--- config.mk ---
export PLATFORM = sky130hd
export DESIGN_NAME = pool_job_ctrl
export DESIGN_NICKNAME = d
export VERILOG_FILES = /design/src/rtl/pool_pkg.sv /design/src/rtl/pool_watchdog.sv /design/src/rtl/pool_job_ctrl.sv
export SDC_FILE = /design/constraint.sdc
export NUM_CORES = 1
export LEC_CHECK = 0
export CAP_MARGIN = 0
export CELL_PAD_IN_SITES_DETAIL_PLACEMENT = 0
export CELL_PAD_IN_SITES_GLOBAL_PLACEMENT = 1
export CORE_MARGIN = 1.5
export CORE_UTILIZATION = 45
export DETAILED_ROUTE_END_ITERATION = 7
export DONT_BUFFER_PORTS = 1
export PLACE_DENSITY_LB_ADDON = 0.1
export SLEW_MARGIN = 5
export SYNTH_ARGS = -nofsm -noshare
export SYNTH_HDL_FRONTEND = slang
export SYNTH_SLANG_ARGS = --single-unit
--- constraint.sdc ---
create_clock -name clk -period 2.6 [get_ports clk]
set_input_delay 0.78 -clock clk [delete_from_list [all_inputs] [get_ports clk]]
set_output_delay 0.78 -clock clk [all_outputs]
set_load 0.005 [all_outputs]
--- src/rtl/pool_pkg.sv ---
// -----------------------------------------------------------------------------
// pool_pkg
// Shared definitions for the max-pooling job controller:
//   - pool_ctrl_state_t : job controller FSM states
//   - pool_total()      : pixels in one ROW_SIZE x ROW_SIZE input channel
//   - pool_out_total()  : pixels in one pooled output channel
//   - MP_* defaults     : parameter defaults shared with the max_pooling engine
// -----------------------------------------------------------------------------
package pool_pkg;

   typedef enum logic [2:0] {
      ST_IDLE,
      ST_KICK,
      ST_RUN,
      ST_NEXT,
      ST_FIN
   } pool_ctrl_state_t;

   // Engine-side defaults; the controller must agree with the engine on these.
   localparam int MP_ADDR_WIDTH = 6;
   localparam int MP_DATA_WIDTH = 8;
   localparam int MP_ROW_SIZE   = 8;
   localparam int MP_KERNEL_DIM = 2;

   function automatic int pool_total(input int row_size);
      return row_size * row_size;
   endfunction

   function automatic int pool_out_total(input int row_size, input int kernel_dim);
      return (row_size / kernel_dim) * (row_size / kernel_dim);
   endfunction

endpackage

--- src/rtl/pool_watchdog.sv ---
// -----------------------------------------------------------------------------
// pool_watchdog
// Loadable down-counter used to bound the time the engine may spend on one
// channel. Load arms it with a start count; each enabled cycle counts down by
// one and holds at zero. o_expired is high while armed and at zero.
//
// Ports:
//   clk        in   clock
//   rst        in   synchronous active-high reset (disarms)
//   i_clr      in   disarm and zero the counter
//   i_load     in   load i_load_val and arm
//   i_load_val in   start count
//   i_en       in   count down this cycle
//   o_expired  out  armed and count has reached zero
// -----------------------------------------------------------------------------
module pool_watchdog #(
   parameter int CNT_W = 10
) (
   input  logic             clk,
   input  logic             rst,
   input  logic             i_clr,
   input  logic             i_load,
   input  logic [CNT_W-1:0] i_load_val,
   input  logic             i_en,
   output logic             o_expired
);

   logic [CNT_W-1:0] r_cnt;
   logic             r_armed;

   always_ff @(posedge clk) begin
      if (rst || i_clr) begin
         r_cnt   <= '0;
         r_armed <= 1'b0;
      end else if (i_load) begin
         r_cnt   <= i_load_val;
         r_armed <= 1'b1;
      end else if (i_en && (r_cnt != '0)) begin
         r_cnt   <= r_cnt - 1'b1;
      end
   end

   // Unarmed zero (after reset/clear) must not look like a timeout.
   assign o_expired = r_armed && (r_cnt == '0);

endmodule

--- src/rtl/pool_job_ctrl.sv ---
// -----------------------------------------------------------------------------
// pool_job_ctrl
// Runs one max_pooling engine once per channel over a multi-channel feature
// map stored back to back in the input BRAM, relocating the engine's local
// addresses by a per-channel base. Provides start/busy/done/err, abort and a
// watchdog, and only lets the host read the output BRAM while no job runs.
//
// Ports:
//   clk, rst                  clock, synchronous active-high reset
//   start, num_ch             job request (IDLE only) and channel count
//   abort                     cancel the running job
//   busy, done, err           status: not idle / completion pulse / sticky error
//   eng_start, eng_done       engine kick pulse / engine finished pulse
//   eng_rd_addr               engine local read address
//   eng_wr_en/addr/data       engine local write port
//   in_rd_addr                input BRAM global read address
//   out_wr_en/addr/data       output BRAM global write port
//   host_rd_req/addr          host read-back request
//   host_rd_gnt, out_rd_addr  host grant and output BRAM read address
// -----------------------------------------------------------------------------
module pool_job_ctrl
   import pool_pkg::*;
#(
   parameter int ADDR_WIDTH  = MP_ADDR_WIDTH,
   parameter int GADDR_WIDTH = 10,
   parameter int DATA_WIDTH  = MP_DATA_WIDTH,
   parameter int ROW_SIZE    = MP_ROW_SIZE,
   parameter int KERNEL_DIM  = MP_KERNEL_DIM,
   parameter int MAX_CH      = 16,
   parameter int TIMEOUT     = 1023
) (
   input  logic                         clk,
   input  logic                         rst,
   input  logic                         start,
   input  logic [$clog2(MAX_CH+1)-1:0]  num_ch,
   input  logic                         abort,
   output logic                         busy,
   output logic                         done,
   output logic                         err,
   output logic                         eng_start,
   input  logic                         eng_done,
   input  logic [ADDR_WIDTH-1:0]        eng_rd_addr,
   input  logic                         eng_wr_en,
   input  logic [ADDR_WIDTH-1:0]        eng_wr_addr,
   input  logic [DATA_WIDTH-1:0]        eng_wr_data,
   output logic [GADDR_WIDTH-1:0]       in_rd_addr,
   output logic                         out_wr_en,
   output logic [GADDR_WIDTH-1:0]       out_wr_addr,
   output logic [DATA_WIDTH-1:0]        out_wr_data,
   input  logic                         host_rd_req,
   input  logic [GADDR_WIDTH-1:0]       host_rd_addr,
   output logic                         host_rd_gnt,
   output logic [GADDR_WIDTH-1:0]       out_rd_addr
);

   localparam int NCH_W     = $clog2(MAX_CH + 1);
   localparam int WD_W      = $clog2(TIMEOUT + 1);
   localparam int TOTAL     = pool_total(ROW_SIZE);
   localparam int OUT_TOTAL = pool_out_total(ROW_SIZE, KERNEL_DIM);

   localparam logic [GADDR_WIDTH-1:0] L_TOTAL     = GADDR_WIDTH'(TOTAL);
   localparam logic [GADDR_WIDTH-1:0] L_OUT_TOTAL = GADDR_WIDTH'(OUT_TOTAL);
   localparam logic [NCH_W-1:0]       L_MAX_CH    = NCH_W'(MAX_CH);
   // The counter is loaded in KICK and first decrements in the first RUN
   // cycle, so loading TIMEOUT-1 makes it expire on the TIMEOUT-th RUN cycle.
   localparam logic [WD_W-1:0]        WD_LOAD     = WD_W'(TIMEOUT - 1);

   pool_ctrl_state_t        r_state;
   logic                    r_busy;
   logic                    r_done;
   logic                    r_kick;
   logic                    r_err;
   logic [NCH_W-1:0]        r_num_ch;
   logic [NCH_W-1:0]        r_ch;
   logic [GADDR_WIDTH-1:0]  r_in_base;
   logic [GADDR_WIDTH-1:0]  r_out_base;

   logic                    w_bad_nch;
   logic                    w_last_ch;
   logic                    w_wd_expired;

   assign w_bad_nch = (num_ch == '0) || (num_ch > L_MAX_CH);
   assign w_last_ch = (r_ch == (r_num_ch - 1'b1));

   pool_watchdog #(
      .CNT_W (WD_W)
   ) u_watchdog (
      .clk        (clk),
      .rst        (rst),
      .i_clr      (r_state == ST_IDLE),
      .i_load     (r_state == ST_KICK),
      .i_load_val (WD_LOAD),
      .i_en       (r_state == ST_RUN),
      .o_expired  (w_wd_expired)
   );

   // Job FSM. busy/done/eng_start are registered alongside the state so they
   // line up exactly with IDLE-exit, FIN and KICK respectively.
   always_ff @(posedge clk) begin
      if (rst) begin
         r_state    <= ST_IDLE;
         r_busy     <= 1'b0;
         r_done     <= 1'b0;
         r_kick     <= 1'b0;
         r_err      <= 1'b0;
         r_num_ch   <= '0;
         r_ch       <= '0;
         r_in_base  <= '0;
         r_out_base <= '0;
      end else begin
         r_done <= 1'b0;
         r_kick <= 1'b0;
         if ((r_state != ST_IDLE) && abort) begin
            // Cancel leaves err and the bases as they are.
            r_state <= ST_IDLE;
            r_busy  <= 1'b0;
         end else begin
            unique case (r_state)
               ST_IDLE: begin
                  if (start) begin
                     if (w_bad_nch) begin
                        r_err <= 1'b1;
                     end else begin
                        r_num_ch   <= num_ch;
                        r_ch       <= '0;
                        r_in_base  <= '0;
                        r_out_base <= '0;
                        r_err      <= 1'b0;
                        r_busy     <= 1'b1;
                        r_kick     <= 1'b1;
                        r_state    <= ST_KICK;
                     end
                  end
               end
               ST_KICK: begin
                  r_state <= ST_RUN;
               end
               ST_RUN: begin
                  // A finish arriving on the expiry cycle still counts.
                  if (eng_done) begin
                     r_state <= ST_NEXT;
                  end else if (w_wd_expired) begin
                     r_err   <= 1'b1;
                     r_busy  <= 1'b0;
                     r_state <= ST_IDLE;
                  end
               end
               ST_NEXT: begin
                  if (w_last_ch) begin
                     r_done  <= 1'b1;
                     r_state <= ST_FIN;
                  end else begin
                     r_ch       <= r_ch + 1'b1;
                     r_in_base  <= r_in_base + L_TOTAL;
                     r_out_base <= r_out_base + L_OUT_TOTAL;
                     r_kick     <= 1'b1;
                     r_state    <= ST_KICK;
                  end
               end
               ST_FIN: begin
                  r_busy  <= 1'b0;
                  r_state <= ST_IDLE;
               end
               default: begin
                  r_busy  <= 1'b0;
                  r_state <= ST_IDLE;
               end
            endcase
         end
      end
   end

   // Abort must also kill a kick or a completion pulse in the cycle it arrives.
   assign eng_start = r_kick & ~abort;
   assign done      = r_done & ~abort;
   assign busy      = r_busy;
   assign err       = r_err;

   // Read translation is combinational so the engine sees its usual BRAM
   // read latency.
   assign in_rd_addr  = r_in_base + GADDR_WIDTH'(eng_rd_addr);
   assign out_wr_addr = r_out_base + GADDR_WIDTH'(eng_wr_addr);
   assign out_wr_data = eng_wr_data;
   assign out_wr_en   = eng_wr_en && (r_state == ST_RUN);

   // Host shares the output BRAM read port only while no job runs.
   assign host_rd_gnt = host_rd_req & ~r_busy;
   assign out_rd_addr = host_rd_addr;

endmodule

; After elaboration in Yosys (flattened, before gate mapping)
; Cells that the tools add are included.
[op_classes]
n_bitwise = 9
n_mux = 33
addsub = 7
eq_ne = 10
reduce_logical = 23
n_lt_le_gt_ge = 1
[op_table]
columns = operator, n
row1 = $mux 10, 6
row2 = $pmux 10 s2, 2
row3 = $add 10x6->10, 2
row4 = $mux 3, 5
row5 = $mux 5, 3
row6 = $reduce_and 5->1, 3
row7 = $mux 1, 12
row8 = $pmux 3 s4, 1
row9 = $add 10x5->10 const B, 1
row10 = $add 10x7->10 const B, 1
row11 = $logic_not 10->1, 1
row12 = $ne 2x2->1 const B, 5
row13 = $pmux 5 s2, 1
row14 = $reduce_bool 10->1, 1
row15 = $sub 10x1->10 const B, 1
row16 = $eq 3x2->1 const B, 2
row17 = $not 1->1, 6
row18 = $reduce_bool 2->1, 3
row19 = $reduce_or 2->1, 3
row20 = $add 5x1->5 const B, 1
row21 = $eq 5x5->1, 1
row22 = $gt 5x5->1 const B, 1
row23 = $logic_not 5->1, 1
row24 = $sub 5x1->5 const B, 1
row25 = other kinds (12), 19
[totals]
regBits = 48
elab_cells = 95
in_bits = 42
out_inout_bits = 44

; Depth between registers and ports, before layout
[depth]
word_depth = 5
mapped_depth = 10
ltp_nobuf = 8

; By module
; A second synthesis with hierarchy kept.
[unflattened]
cells_unflattened = 306
area_unflattened_um2 = 2466.1
[modules_own_cells]
columns = module, cells_each, area_per_inst_um2, seq_area_each_um2, instances
row1 = pool_job_ctrl, 231, 1844.3, 540.5, 1
row2 = pool_watchdog, 75, 621.8, 220.2, 1

; Worst setup path after synthesis
; No wires, ideal clock.
[synth_timing]
kind = input to output
from = input eng_wr_addr[5]
to = output out_wr_addr[8]
cell_stages = 5
required_time_ns = 1.820
arrival_ns = 1.646
path_slack_ns = 0.174
path_buffers = 0
path_cell_list = ha_1 a21oi_1 o21ai_0 nand3_1 xnor2_1
[synth_via]
elab_chain_len = 1
[synth_rtl]
columns = element, line_no
row1 = start: declaration, pool_job_ctrl.sv:44  ; input logic [ADDR_WIDTH-1:0] eng_wr_addr,
row2 = $add 10x6->10, pool_job_ctrl.sv:182  ; assign out_wr_addr = r_out_base + GADDR_WIDTH'(eng_wr_addr);
row3 = end: declaration, pool_job_ctrl.sv:48  ; output logic [GADDR_WIDTH-1:0] out_wr_addr,
; No other way between the ends.

; Final worst setup path
; Ends and elaborated chain as after synthesis.

==> impl_metrics.toml <==
[synth]
synthFlopType = "dfxtp_1"
synth.avg_cell_area_um2 = 8.08
synth_area_um2 = 2340
async_flop_share_pct = 0
ys_seq_area_share_pct = 32.6
syn_inst = 289
synth_edf_count = 0
synth_warnings = 0
yosys_register_bits = 38
synth_cell_types = 41

[clock_tree]
cts_tree = "done"
htree_levels = 2
clkSlewWorstSetupHoldPaths_ns = 0.08
cts_sinks = 38
cts_inserted_buffers = 5
clock-root-buffer = "clkbuf_8"
worst_skew_pair.late_latency_ns = 0.29
clockBufferDepth = 2
cts_setup_buffers = 0

[sta]
maxSlewViolCount = 0
tightestPinTransition_ns = 0.621
setup_viol = 0
holdWs_ns = 0.473
post-route-period-util_pct = 95.1
finalSetupTns_ns = 0
fin_crit_ns = 2.47
rsz0062_at_grt = "false"
fmax_mhz = 405
skew_ns = 0.00632
final_hold_viol_count = 0
max-slew-margin-rel_pct = 58.2

[worst_setup_path]
cp-start-kind = "primary input"
critPathRequiredTime_ns = 1.82
worstPathCellList = "ha_1 > a21oi_2 > o21ai_0 > nand3_1 > xnor2_1"
worst_setup_path_end_kind = "output pin"
critPathMaxStageDelay_ns = 0.32
worst_ep_arrival_time_ns = 1.69
path_max_fanout = 3
worstSetupPathType = "primary input to output pin"
cp_slowest_cell = "ha_1"

[floorplan]
die_x_um = 75.1
core_um2 = 5040
ioPinCount = 86
row_count = 26
chipHeight_um = 75.1
dieArea_um2 = 5630
start_util_pct = 46.3

[power]
total_power_uw = 1200
power_leakage_uw = 0.000836
cellPowerDensity_nw_per_um2 = 520
vdd_drop_max_mv = 0.347

[cells_and_area]
synthToLayoutAreaGrowth_pct = -0.804
antenna_cells = 0
final_cells = 334
drive_gt1_share_pct = 8.71
final_nets = 315

[place]
hpwl_mm = 3.15
dp.cells = 326
gp_congestion = 0.696
port_buffers = 0

[global_route]
grt_pass1_vias = 1536
grt_remaining_overflow = 0
grt_use_met1_pct = 21.7
use_met3_pct = 3.88
grt_start_max_net_pins = 27
track_usage_pct = 16.8
antenna_found_initial = 0
grt_pass1_wl_mm = 7.19
met2_usage_pct = 26.5
busiest_layer = "met2"

[hold_path]
hold_class = "register to register"

[drt]
viasPerCell = 5.20
routedWlPerCell_um = 13.1
vias = 1737
dr.pass1.iters = 4
postRouteAntennaNets = 0
wl_mm = 4.38
drt_iter0_drc = 65
remaining_drc_errors = 0

[job]
maxCapViolCount = 0

[run_status]
status = "finished clean"
==> timing repair <==
item,CTS,global route
gates resized for setup,0,1
setup endpoints to repair,0,1
hold buffers,0,0
==> worst max-delay path, delay by kind of cell <==
kind | cells | cell delay [ns]
AOI/OAI and AO/OA | 2 | 0.32
adders and majority gates | 1 | 0.32
and+or+nand+nor | 1 | 0.12
xor gates and xnor gates | 1 | 0.14
==> cell usage in the layout (no fill, tap or decap), types with 2 or more instances in the layout <==
cell type  instances
dfxtp_1           38
nand2_1           20
a21oi_1           19
nor2b_1           18
xnor2_1           16
nor2_1            16
o21ai_0           12
inv_1             11
xor2_1            11
nand3_1           11
nor3_1            10
o21ai_1           10
ha_1              10
nand3b_1           7
nand2b_1           6
clkbuf_8           6
o31ai_1            5
and3_1             4
buf_4              4
a21oi_2            2
nor4_1             2
nand3_2            2
or2_2              2
o22ai_1            2
or3_1              2
a31oi_1            2
conb_1             2
==> flip-flops by register name (all words and copies together) (netlist names) <==
signal,flops
r_ch,5
r_kick,1
u_watchdog.r_armed,1
r_out_base,6
r_in_base,4
err,1
r_done,1
u_watchdog.r_cnt,10
busy,1
r_num_ch,5
r_state,3
==> final timing paths <==
check / start / end / slack (ns) / depth (start not counted)
setup reg to reg: r_num_ch[0] / r_out_base[9] / 0.27 / 8
setup / recovery: eng_wr_addr[5] / out_wr_addr[8] / 0.13 / 5
hold reg to reg: r_num_ch[4] / r_num_ch[4] / 0.47 / 2
hold / removal: r_num_ch[4] / r_num_ch[4] / 0.47 / 2
==> Yosys cell counts (all sizes together) (2+ instances only) <==
cell	number	area (um^2)
xor2	11	96.3
buf	27	194
and3	4	25.0
nor4	2	12.5
or3	2	12.5
o31ai	6	50.1
a21oi	21	109
o21ai	22	110
dfxtp	38	761
nand3b	7	52.6
inv	11	41.3
nand2b	6	37.5
or2	2	12.5
a31oi	3	33.8
nor2	16	60.1
ha	10	125
nand2	20	75.1
nand3	13	75.1
clkbuf	11	41.3
nor3	10	50.1
or3b	2	20.0
xnor2	16	140
o22ai	2	12.5
nor2b	18	113
==> power by group <==
part           internal [uW]  switching, uW  total [uW]
logic                   67.8           89.8         158
registers                602           23.4         625
clock network            214            208         422
==> kinds of logic (layout without fill, tap and decap cells) <==
group	count (synthesis)	in the layout	share of synthesized area (%)
compound gates	60	60	15.9
xor+xnor	27	27	10.1
fa+ha+maj	10	10	5.36
buf+inv	49	23	11.8
flops	38	38	32.6
other cells	1	2	0.161
simple gates	104	104	24.0
==> per-layer routing <==
| layer | vias up | part of all wire, % |
|---|---|---|
| li1 | 899 | - |
| met1 | 804 | 47 |
| met2 | 21 | 48 |
| met3 | 13 | 3.6 |
| met4 | 0 | 1.7 |
| met5 | - | 0 |
==> final cells by class <==
class                      instances  area [um^2]
timing repair buffer               4         30.0
inverter                          11         41.3
tap                               70         87.6
clock inverter                     1         5.00
sequential                        38          761
multi-input combinational        203         1310
clock buffer                       7         86.3
fill                             527         2730
==> stage by stage <==
step                setup slack (ns)  utilization, %  area [um^2]
floorplan                      0.174               -         2340
finish                         0.128            46.0         2320
CTS                           0.0705            45.9         2310
global placement               0.117            44.1         2220
detailed placement            0.0711            44.1         2220
global route                  0.0311            46.0         2320
Note: power is estimated with default switching activity, not from simulation.
